<file path="src/rtl/set_button_ctrl.sv">
// set_button_ctrl: synchronized, debounced up/down buttons -> inc/dec levels plus a one-cycle step strobe.
// Auto-repeat while a button is held is compiled in with `define SET_BUTTON_REPEAT_EN.
module set_button_ctrl #(
  parameter int DEBOUNCE_CYC  = 250000,
  parameter int REPEAT_DELAY  = 25000000,
  parameter int REPEAT_PERIOD = 5000000
) (
  input  logic clk,
  input  logic rst,
  input  logic btn_up,
  input  logic btn_dn,
  output logic inc,
  output logic dec,
  output logic onceler
);
  localparam int DW = $clog2(DEBOUNCE_CYC + 1);
  localparam logic [DW-1:0] DB_LAST = DW'(DEBOUNCE_CYC - 1);
  typedef enum logic [2:0] {LOCK, IDLE, FIRST, HOLD, BOTH} state_e;
  state_e state_q, state_d;
  logic [1:0] s1_q, s2_q, acc_q;
  logic [DW-1:0] db_q [2];
  logic armed_q, held_q, held_d, once_d, fire, up, dn;
  assign up = acc_q[0];
  assign dn = acc_q[1];
  // bit 0 = up, bit 1 = down; a bounce back to the accepted level clears the count
  always_ff @(posedge clk) begin
    if (rst) begin
      s1_q <= '0;
      s2_q <= '0;
      acc_q <= '0;
      db_q <= '{default: '0};
    end else begin
      s1_q <= {btn_dn, btn_up};
      s2_q <= s1_q;
      for (int k = 0; k < 2; k++) begin
        acc_q[k] <= (db_q[k] == DB_LAST) ? s2_q[k] : acc_q[k];
        db_q[k] <= (s2_q[k] == acc_q[k] || db_q[k] == DB_LAST) ? '0 : db_q[k] + 1'b1;
      end
    end
  end
  // armed_q holds LOCK one extra cycle so a button held through reset reaches s1 first
  always_ff @(posedge clk) begin
    if (rst) begin
      state_q <= LOCK;
      held_q <= 1'b0;
      armed_q <= 1'b0;
      inc <= 1'b0;
      dec <= 1'b0;
      onceler <= 1'b0;
    end else begin
      state_q <= state_d;
      held_q <= held_d;
      armed_q <= 1'b1;
      inc <= up & ~dn & (state_q != BOTH);
      dec <= dn & ~up & (state_q != BOTH);
      onceler <= once_d;
    end
  end
  always_comb begin
    state_d = state_q;
    held_d = held_q;
    once_d = 1'b0;
    case (state_q)
      LOCK: state_d = (armed_q && ~|{acc_q, s1_q, s2_q}) ? IDLE : LOCK;
      IDLE: begin
        state_d = (up & dn) ? BOTH : (up | dn) ? FIRST : IDLE;
        once_d = up ^ dn;
        held_d = (up ^ dn) ? dn : held_q;
      end
      FIRST: state_d = HOLD;
      HOLD: begin
        state_d = (held_q ? up : dn) ? BOTH : (held_q ? dn : up) ? HOLD : IDLE;
        once_d = fire & (held_q ? dn & ~up : up & ~dn);
      end
      BOTH: state_d = (up | dn) ? BOTH : IDLE;
      default: state_d = LOCK;
    endcase
  end
`ifdef SET_BUTTON_REPEAT_EN
  localparam int RMAX = (REPEAT_DELAY > REPEAT_PERIOD) ? REPEAT_DELAY : REPEAT_PERIOD;
  localparam int RW = $clog2(RMAX + 1);
  // HOLD starts two cycles after the first strobe, hence the -2 on the initial delay
  localparam logic [RW-1:0] DLY_T = RW'((REPEAT_DELAY > 2) ? REPEAT_DELAY - 2 : 0);
  localparam logic [RW-1:0] PER_T = RW'(REPEAT_PERIOD - 1);
  logic [RW-1:0] rc_q;
  logic rep_q;
  assign fire = (state_q == HOLD) && (rc_q == (rep_q ? PER_T : DLY_T));
  always_ff @(posedge clk) begin
    rc_q <= (rst || state_q != HOLD || fire) ? '0 : (&rc_q) ? rc_q : rc_q + 1'b1;
    rep_q <= (rst || state_q != HOLD) ? 1'b0 : rep_q | fire;
  end
`else
  assign fire = 1'b0;
`endif
endmodule

</file>
<file path="config.mk">
export PLATFORM = sky130hd
export DESIGN_NAME = set_button_ctrl
export DESIGN_NICKNAME = d
export VERILOG_FILES = /design/src/rtl/set_button_ctrl.sv
export SDC_FILE = /design/constraint.sdc
export NUM_CORES = 1
export LEC_CHECK = 0
export CORE_MARGIN = 3
export CORE_UTILIZATION = 64
export CTS_CLUSTER_SIZE = 10
export DETAILED_ROUTE_END_ITERATION = 10
export PLACE_DENSITY = 0.83
export REMOVE_ABC_BUFFERS = 1
export SYNTH_ARGS = -nofsm -noshare
export SYNTH_HDL_FRONTEND = slang
export SYNTH_SLANG_ARGS = --single-unit
</file>
<file path="constraint.sdc">
create_clock -name clk -period 3.3 [get_ports clk]
set_input_delay 0.99 -clock clk [delete_from_list [all_inputs] [get_ports clk]]
set_output_delay 0.99 -clock clk [all_outputs]
set_load 0.01 [all_outputs]
</file>
# After elaboration in Yosys (flattened, before gate mapping)
# Cells that the tools add are included.
# classes
n_addsub,2
eq_ne,9
n_mux,10
bitwise_logic,10
reduce_logical,10
# ops
operator,n
18-bit by 1-bit adder with 18-bit output (second input constant),2
18-bit equality test (second input constant),2
3-bit one-hot mux with 5 select lines,1
3-bit two-way mux,3
3-bit by 2-bit equality test with 1-bit output (second input constant),2
2-bit OR reduction,3
6-bit OR reduction,1
1-bit bitwise AND,5
1-bit two-way mux,4
2-bit two-way mux,2
3-bit by 1-bit equality test with 1-bit output (second input constant),1
3-bit equality test (second input constant),1
3-bit zero test,1
3-bit inequality test (second input constant),1
1-bit NOT,3
1-bit equality test,2
1-bit logical OR,2
2-bit AND reduction,1
1-bit logical AND,1
1-bit zero test,1
1-bit OR,1
1-bit bitwise XOR,1
# word_totals
ff_bits,50

# Depth between registers and ports, before layout
# Gate-level depths: netlist (run 1).
# depth
depth_word,5
mapped_depth,6

# Worst setup path before layout (run 1)
# OpenSTA, ideal clock, no wires.
# synth_timing
kind,register -> register
start,register db_q[0] in the netlist's numbering
end,register db_q[16] in the netlist's numbering
setup_time_ps,66
arrival_time_ps,1689
setup_slack_ps,1545
stages_incl_launch_ff,6
path_buffers,0
period_less_slack_ps,1755
path_cell_list,dfxtp_1 > ha_1 > nand4_2 > or4_1 > or3_1 > a21oi_2
# synth_via
elab_chain_len,3
elab_cells_between_ends,4
# synth_rtl
item,line_no,source
"start, declared",21,logic [DW-1:0] db_q [2];
"start signal, assigned by index",37,db_q[k] <= (s2_q[k] == acc_q[k] || db_q[k] == DB_LAST) ? '0 : db_q[k] + 1'b1;
"parallel branches: the longest is 3 deep, another holds 18-bit by 1-bit adder with 18-bit output",--,
# Parallel ways; which one is timed is not known.
# A chain may end at the register's enable or synchronous reset.

# Worst setup path after layout (run 1)
# layout_timing
start,register onceler
end,output port onceler
# layout_lines
item,line_no,source
"start, declared",14,output logic onceler
"start signal, assigned",56,onceler <= once_d;
# No word-level cell between the ends.

==> results of run 1 <==
==> flip-flops by register name, indices dropped and copies added (netlist names) <==
signal	cells
acc_q	2
state_q	3
s2_q	2
held_q	1
inc	1
armed_q	1
s1_q	2
dec	1
db_q	36
onceler	1
==> layout make-up <==
class                           instances  area (um^2)
Multi-Input combinational cell        185         1170
Fill cell                             270          817
Sequential cell                        50         1000
Tap cell                               44         55.1
Inverter                               12         45.0
Clock buffer                            7         45.0
Timing Repair Buffer                    7         67.6
==> worst max-delay path by stage <==
stage,startpoint,endpoint
floorplan,db_q[0],db_q[16]
global placement,rst,db_q[28]
detailed placement,rst,db_q[25]
CTS,onceler,onceler
global route,db_q[18],db_q[34]
finish,onceler,onceler
==> power groups by stage <==
stage	sequential (mW)	combinational (mW)	clock, mW
3_3_place_gp	0.626	0.0217	0
5_1_grt	0.613	0.0246	0.286
4_1_cts	0.612	0.0223	0.263
3_5_place_dp	0.626	0.0221	0
6_report	0.612	0.0220	0.256
2_1_floorplan	0.625	0.0122	0
==> kinds of logic (layout without fill, tap and decap cells) <==
family,Yosys count,in the layout,synth area share [%]
buf+inv,16,26,2.91
compound gates,19,19,5.87
flops,50,50,44.7
xor+xnor,31,31,12.1
mux,3,3,1.40
fa+ha+maj,6,6,3.35
simple gates,126,126,29.6
==> per-stage QoR <==
stage | cells | worst slack, ns | utilization (%) | power (mW)
floorplan | 247 | 1.54 | - | 0.637
global placement | 298 | 0.909 | 73.1 | 0.647
detailed placement | 298 | 0.870 | 73.1 | 0.648
CTS | 305 | 1.05 | 74.5 | 0.897
global route | 305 | 0.919 | 74.5 | 0.924
finish | 305 | 1.06 | 74.5 | 0.890
==> layer usage <==
metal	track usage, %	vias to the layer above	part of all wire (%)
li1	-	891	-
met1	27.6	788	48
met2	35.0	36	46
met3	4.10	7	3.6
met4	10.4	0	2.0
met5	0	-	0
==> synth_stat cells (all sizes together) <==
cell type  instances
or4                2
o31ai              1
o221ai             1
nand4             11
nand3b             2
a211oi             1
or4b               1
ha                 6
a311oi             1
nor3              11
a21oi              6
nor4b              3
and3               1
nand2b             2
nand2             12
mux2               1
or3b               1
buf                2
o21ai              6
a211o              1
dfxtp             50
o21a               2
clkbuf             2
nor4              12
nand3             12
xnor2             28
nor2              45
mux2i              2
xor2               3
and2               2
inv               12
nor2b              4
or3                5
==> impl_metrics.toml, run 1 <==
[outcome]
status = "complete, no violations"

[routing]
postRouteAntennaNets = 0
drc = 0
wl_per_cell_um = 12.9
drt_pass1_iterations = 4
drt-total-wl_mm = 3.95
vias = 1722
drt_iter0_drc = 105
viasPerCell = 5.65

[global_routing]
gr-usage-all-layers_pct = 21.6
grt_max_degree = 18
grt_pass1_wl_mm = 7.07
first_global_vias = 1609
overflow = 0
grt_antenna_before_repair = 0

[floorplanning]
io_pins = 7
dieArea_um2 = 4240
die_x_um = 65.1
start_util_pct = 69.9
rows = 20
die_h_um = 65.1
core_area_um2 = 3200

[layout]
fin_nets = 271
final_layout_size_suffix_gt1_share_pct = 5.36
final_cell_mix = "dfxtp_1 (50), nor2_1 (45), xnor2_1 (28)"
area_growth_pct = 6.60
layout_commonest_cell = "dfxtp_1"
fin_area_um2 = 2390
n_antenna_cell = 0

[power_and_ir_drop]
power_frac_seq_pct = 68.8
internal-power_mw = 0.699
switching_share_pct = 21.5
power_density_nw_per_um2 = 373
peakVddDrop_mv = 0.285
p_leak_nw = 0.669
p_switching_mw = 0.191
p_comb_share_pct = 2.5
clkPwrFrac_pct = 28.7

[setup_path]
crit_family = "buffers and inverters"
crit_buf_inv = 1
path_class = "flip-flop to output port"
r2r-end = "db_q[29]"
path_max_fanout = 1
worstPathCellList = "clkdlybuf4s50_1"
required_ns = 2.31
cp.depth = 1
worst_setup_path_start_kind = "flip-flop"
cp.arrival_ns = 1.25
endpoint_kind = "output port"
ff2ff_path_depth = 4
rrSetupSlack_ns = 1.10
r2r_start = "db_q[18]"
cpMaxStageDelayCell = "clkdlybuf4s50_1"
slowest_delay_ns = 0.54

[synth]
seq_area_frac_synth_pct = 44.7
synth_top_area_share_pct = 44.7
synthCells = 251
ys_ff_latch = 50
avgSynthCellArea_um2 = 8.92
ys_top_cells_by_area = "dfxtp_1 (45%), xnor2_1 (11%), nor2_1 (7.5%)"
yosysTopAreaCell = "dfxtp_1"
synth_cell_type_count = 41
yosys_warnings = 0
netlist_area_um2 = 2240

[sta]
fin_skew_ns = 0.00400
whs_ns = 0.478
min_period_over_period_pct = 67.7
worst_pin_slew_ns = 1.11
setup_tns_ns = 0
grt_setup_unrepaired = "false"
relSlewSlack_pct = 25.6
maxSlewViolCount = 0
finalSetupViolCount = 0
max_freq_ghz = 0.447
layout_min_cycle_time_ns = 2.24
hold_violations = 0

[placed_design]
postPlaceCellArea_um2 = 2340
gp_congestion = 0.866
io_buffers = 6
dp_hpwl_mm = 2.87

[cts]
clockRootBuffer = "clkbuf_4"
cts_hold_buf = 0
clkSinkCount = 50
clk-insertion-delay-late_ns = 0.36
cts_tree = "built"
post_cts_buffers = 0
clk_pin_slew_ns = 0.12
numCtsBuffers = 5
clockBufferDepth = 2
ctsResizeCount = 0
htreeDepth = 2

[worst_hold_path]
holdPathEnd = "s2_q[1]"
hold_path.class = "flip-flop to flip-flop"
hold_depth = 1
hp-start = "s1_q[1]"

[run]
maxCapViolations = 0
Note: power is estimated with default switching activity, not from simulation.
==> inputs of run 2 (changes only) <==
- CORE_UTILIZATION: 64 -> 60
- PLACE_DENSITY: 0.83 -> 0.78
- clock period: 3.3 -> 2.14 ns (I/O delays scaled with it)
==> impl_metrics.toml, run 2 (synthesized netlist as in run 1, its figures left out) <==
[global_routing]
grt_pass1_wl_mm = 6.93
overflow = 0
grt_antenna_before_repair = 0
first_global_vias = 1625
gr-usage-all-layers_pct = 20.1
grt_max_degree = 18

[layout]
final_layout_size_suffix_gt1_share_pct = 7.55
area_growth_pct = 9.73
top_register = "db_q"
layout_commonest_cell = "dfxtp_1"
layoutNonFillerInstCount = 311
final_cell_mix = "dfxtp_1 (50), nor2_1 (45), xnor2_1 (28)"
n_antenna_cell = 0
largest_register_ff_count = 36
largestRegisters = "db_q: 36 flops, state_q: 3 flops"
fillers = 292
fin_nets = 274

[setup_path]
slowest_delay_ns = 0.53
path_max_fanout = 17
r2r-end = "db_q[9]"
worst_setup_path_start_kind = "flip-flop"
ff2ff_path_depth = 5
crit_family = "simple AND/OR/NAND/NOR gates"
r2r_start = "db_q[0]"
cp.arrival_ns = 2.10
crit_buf_inv = 0
endpoint_kind = "flip-flop"
required_ns = 2.32
cpMaxStageDelayCell = "or4_4"
path_class = "flip-flop to flip-flop"
rrSetupSlack_ns = 0.22
worstPathCellList = "ha_1 -> nand3_1 -> or4_4 -> o21ai_4 -> nor2_1"

[cts]
post_cts_buffers = 0
clkSinkCount = 50
htreeDepth = 2
cts_tree = "built"
clk_pin_slew_ns = 0.09
clk-insertion-delay-late_ns = 0.30
clockBufferDepth = 2
ctsResizeCount = 0
numCtsBuffers = 5
clockRootBuffer = "clkbuf_8"
cts_hold_buf = 0

[sta]
relSlewSlack_pct = 68.3
fin_skew_ns = 0.00467
whs_ns = 0.473
worst_pin_slew_ns = 0.474
finalSetupViolCount = 0
setup_tns_ns = 0
max_freq_ghz = 0.521
maxSlewViolCount = 0
grt_setup_unrepaired = "false"
min_period_over_period_pct = 89.7
hold_violations = 0
layout_min_cycle_time_ns = 1.92

[routing]
wl_per_cell_um = 12.6
postRouteAntennaNets = 0
viasPerCell = 5.41
drt_iter0_drc = 83
vias = 1683
drt_pass1_iterations = 4
drc = 0
drt-total-wl_mm = 3.93

[power_and_ir_drop]
p_switching_mw = 0.332
internal-power_mw = 1.18
p_leak_nw = 0.701
power_density_nw_per_um2 = 617
total_power_mw = 1.51
clkPwrFrac_pct = 35.5
switching_share_pct = 21.9
power_frac_seq_pct = 62.3
peakVddDrop_mv = 0.400
p_comb_share_pct = 2.3

[floorplanning]
dieArea_um2 = 4500
rows = 21
die_x_um = 67.1
core_area_um2 = 3470
start_util_pct = 64.5
io_pins = 7
die_h_um = 67.1

[placed_design]
dpl.cell_count = 303
io_buffers = 6
gp_congestion = 0.847
dp_hpwl_mm = 2.81

[run]
maxCapViolations = 0

[worst_hold_path]
hp-start = "db_q[18]"
hold_depth = 1
hold_path.class = "flip-flop to flip-flop"
holdPathEnd = "db_q[18]"

[outcome]
status = "complete, no violations"
==> run 2: routing by layer <==
metal / GRT usage [%] / share of wire, %
met1: 23.1 / 47
met2: 35.6 / 49
met3: 4.55 / 2.0
met4: 7.59 / 1.5
met5: 0 / 0
==> run 2: worst max path at each step <==
stage,slack [ns],end,depth (start not counted),startpoint
after global placement,0.27,acc_q[0],3,rst
after CTS,0.19,db_q[9],5,db_q[0]
final,0.22,db_q[9],5,db_q[0]
after floorplan,0.38,db_q[16],5,db_q[0]
after global routing,0.05,db_q[9],5,db_q[0]
after detailed placement,0.20,db_q[9],5,db_q[0]
==> run 2: stage by stage <==
step | setup WS, ns | area, um^2 | util, %
floorplan | 0.385 | 2220 | -
global placement | 0.268 | 2370 | 68.2
detailed placement | 0.201 | 2370 | 68.2
CTS | 0.191 | 2460 | 70.8
global route | 0.0519 | 2460 | 70.8
finish | 0.220 | 2460 | 70.8
==> run 2: layout make-up <==
type / instances / area (um^2) / area share [%]
multi-input cells: 185 / 1170 / 47.7
flip-flops and latches: 50 / 1000 / 40.8
repair buffers: 10 / 90.1 / 3.67
clock buffers: 5 / 68.8 / 2.80
well taps: 46 / 57.6 / 2.34
inverters: 12 / 45.0 / 1.83
clock inverters: 3 / 21.3 / 0.866
==> run 2: power by group through the flow <==
stage	Clock (mW)	Sequential (mW)	Combinational, mW
after CTS	0.557	0.943	0.0346
after floorplan	0	0.963	0.0188
after detailed placement	0	0.965	0.0344
final	0.537	0.943	0.0342
after global routing	0.594	0.945	0.0378
after global placement	0	0.965	0.0337
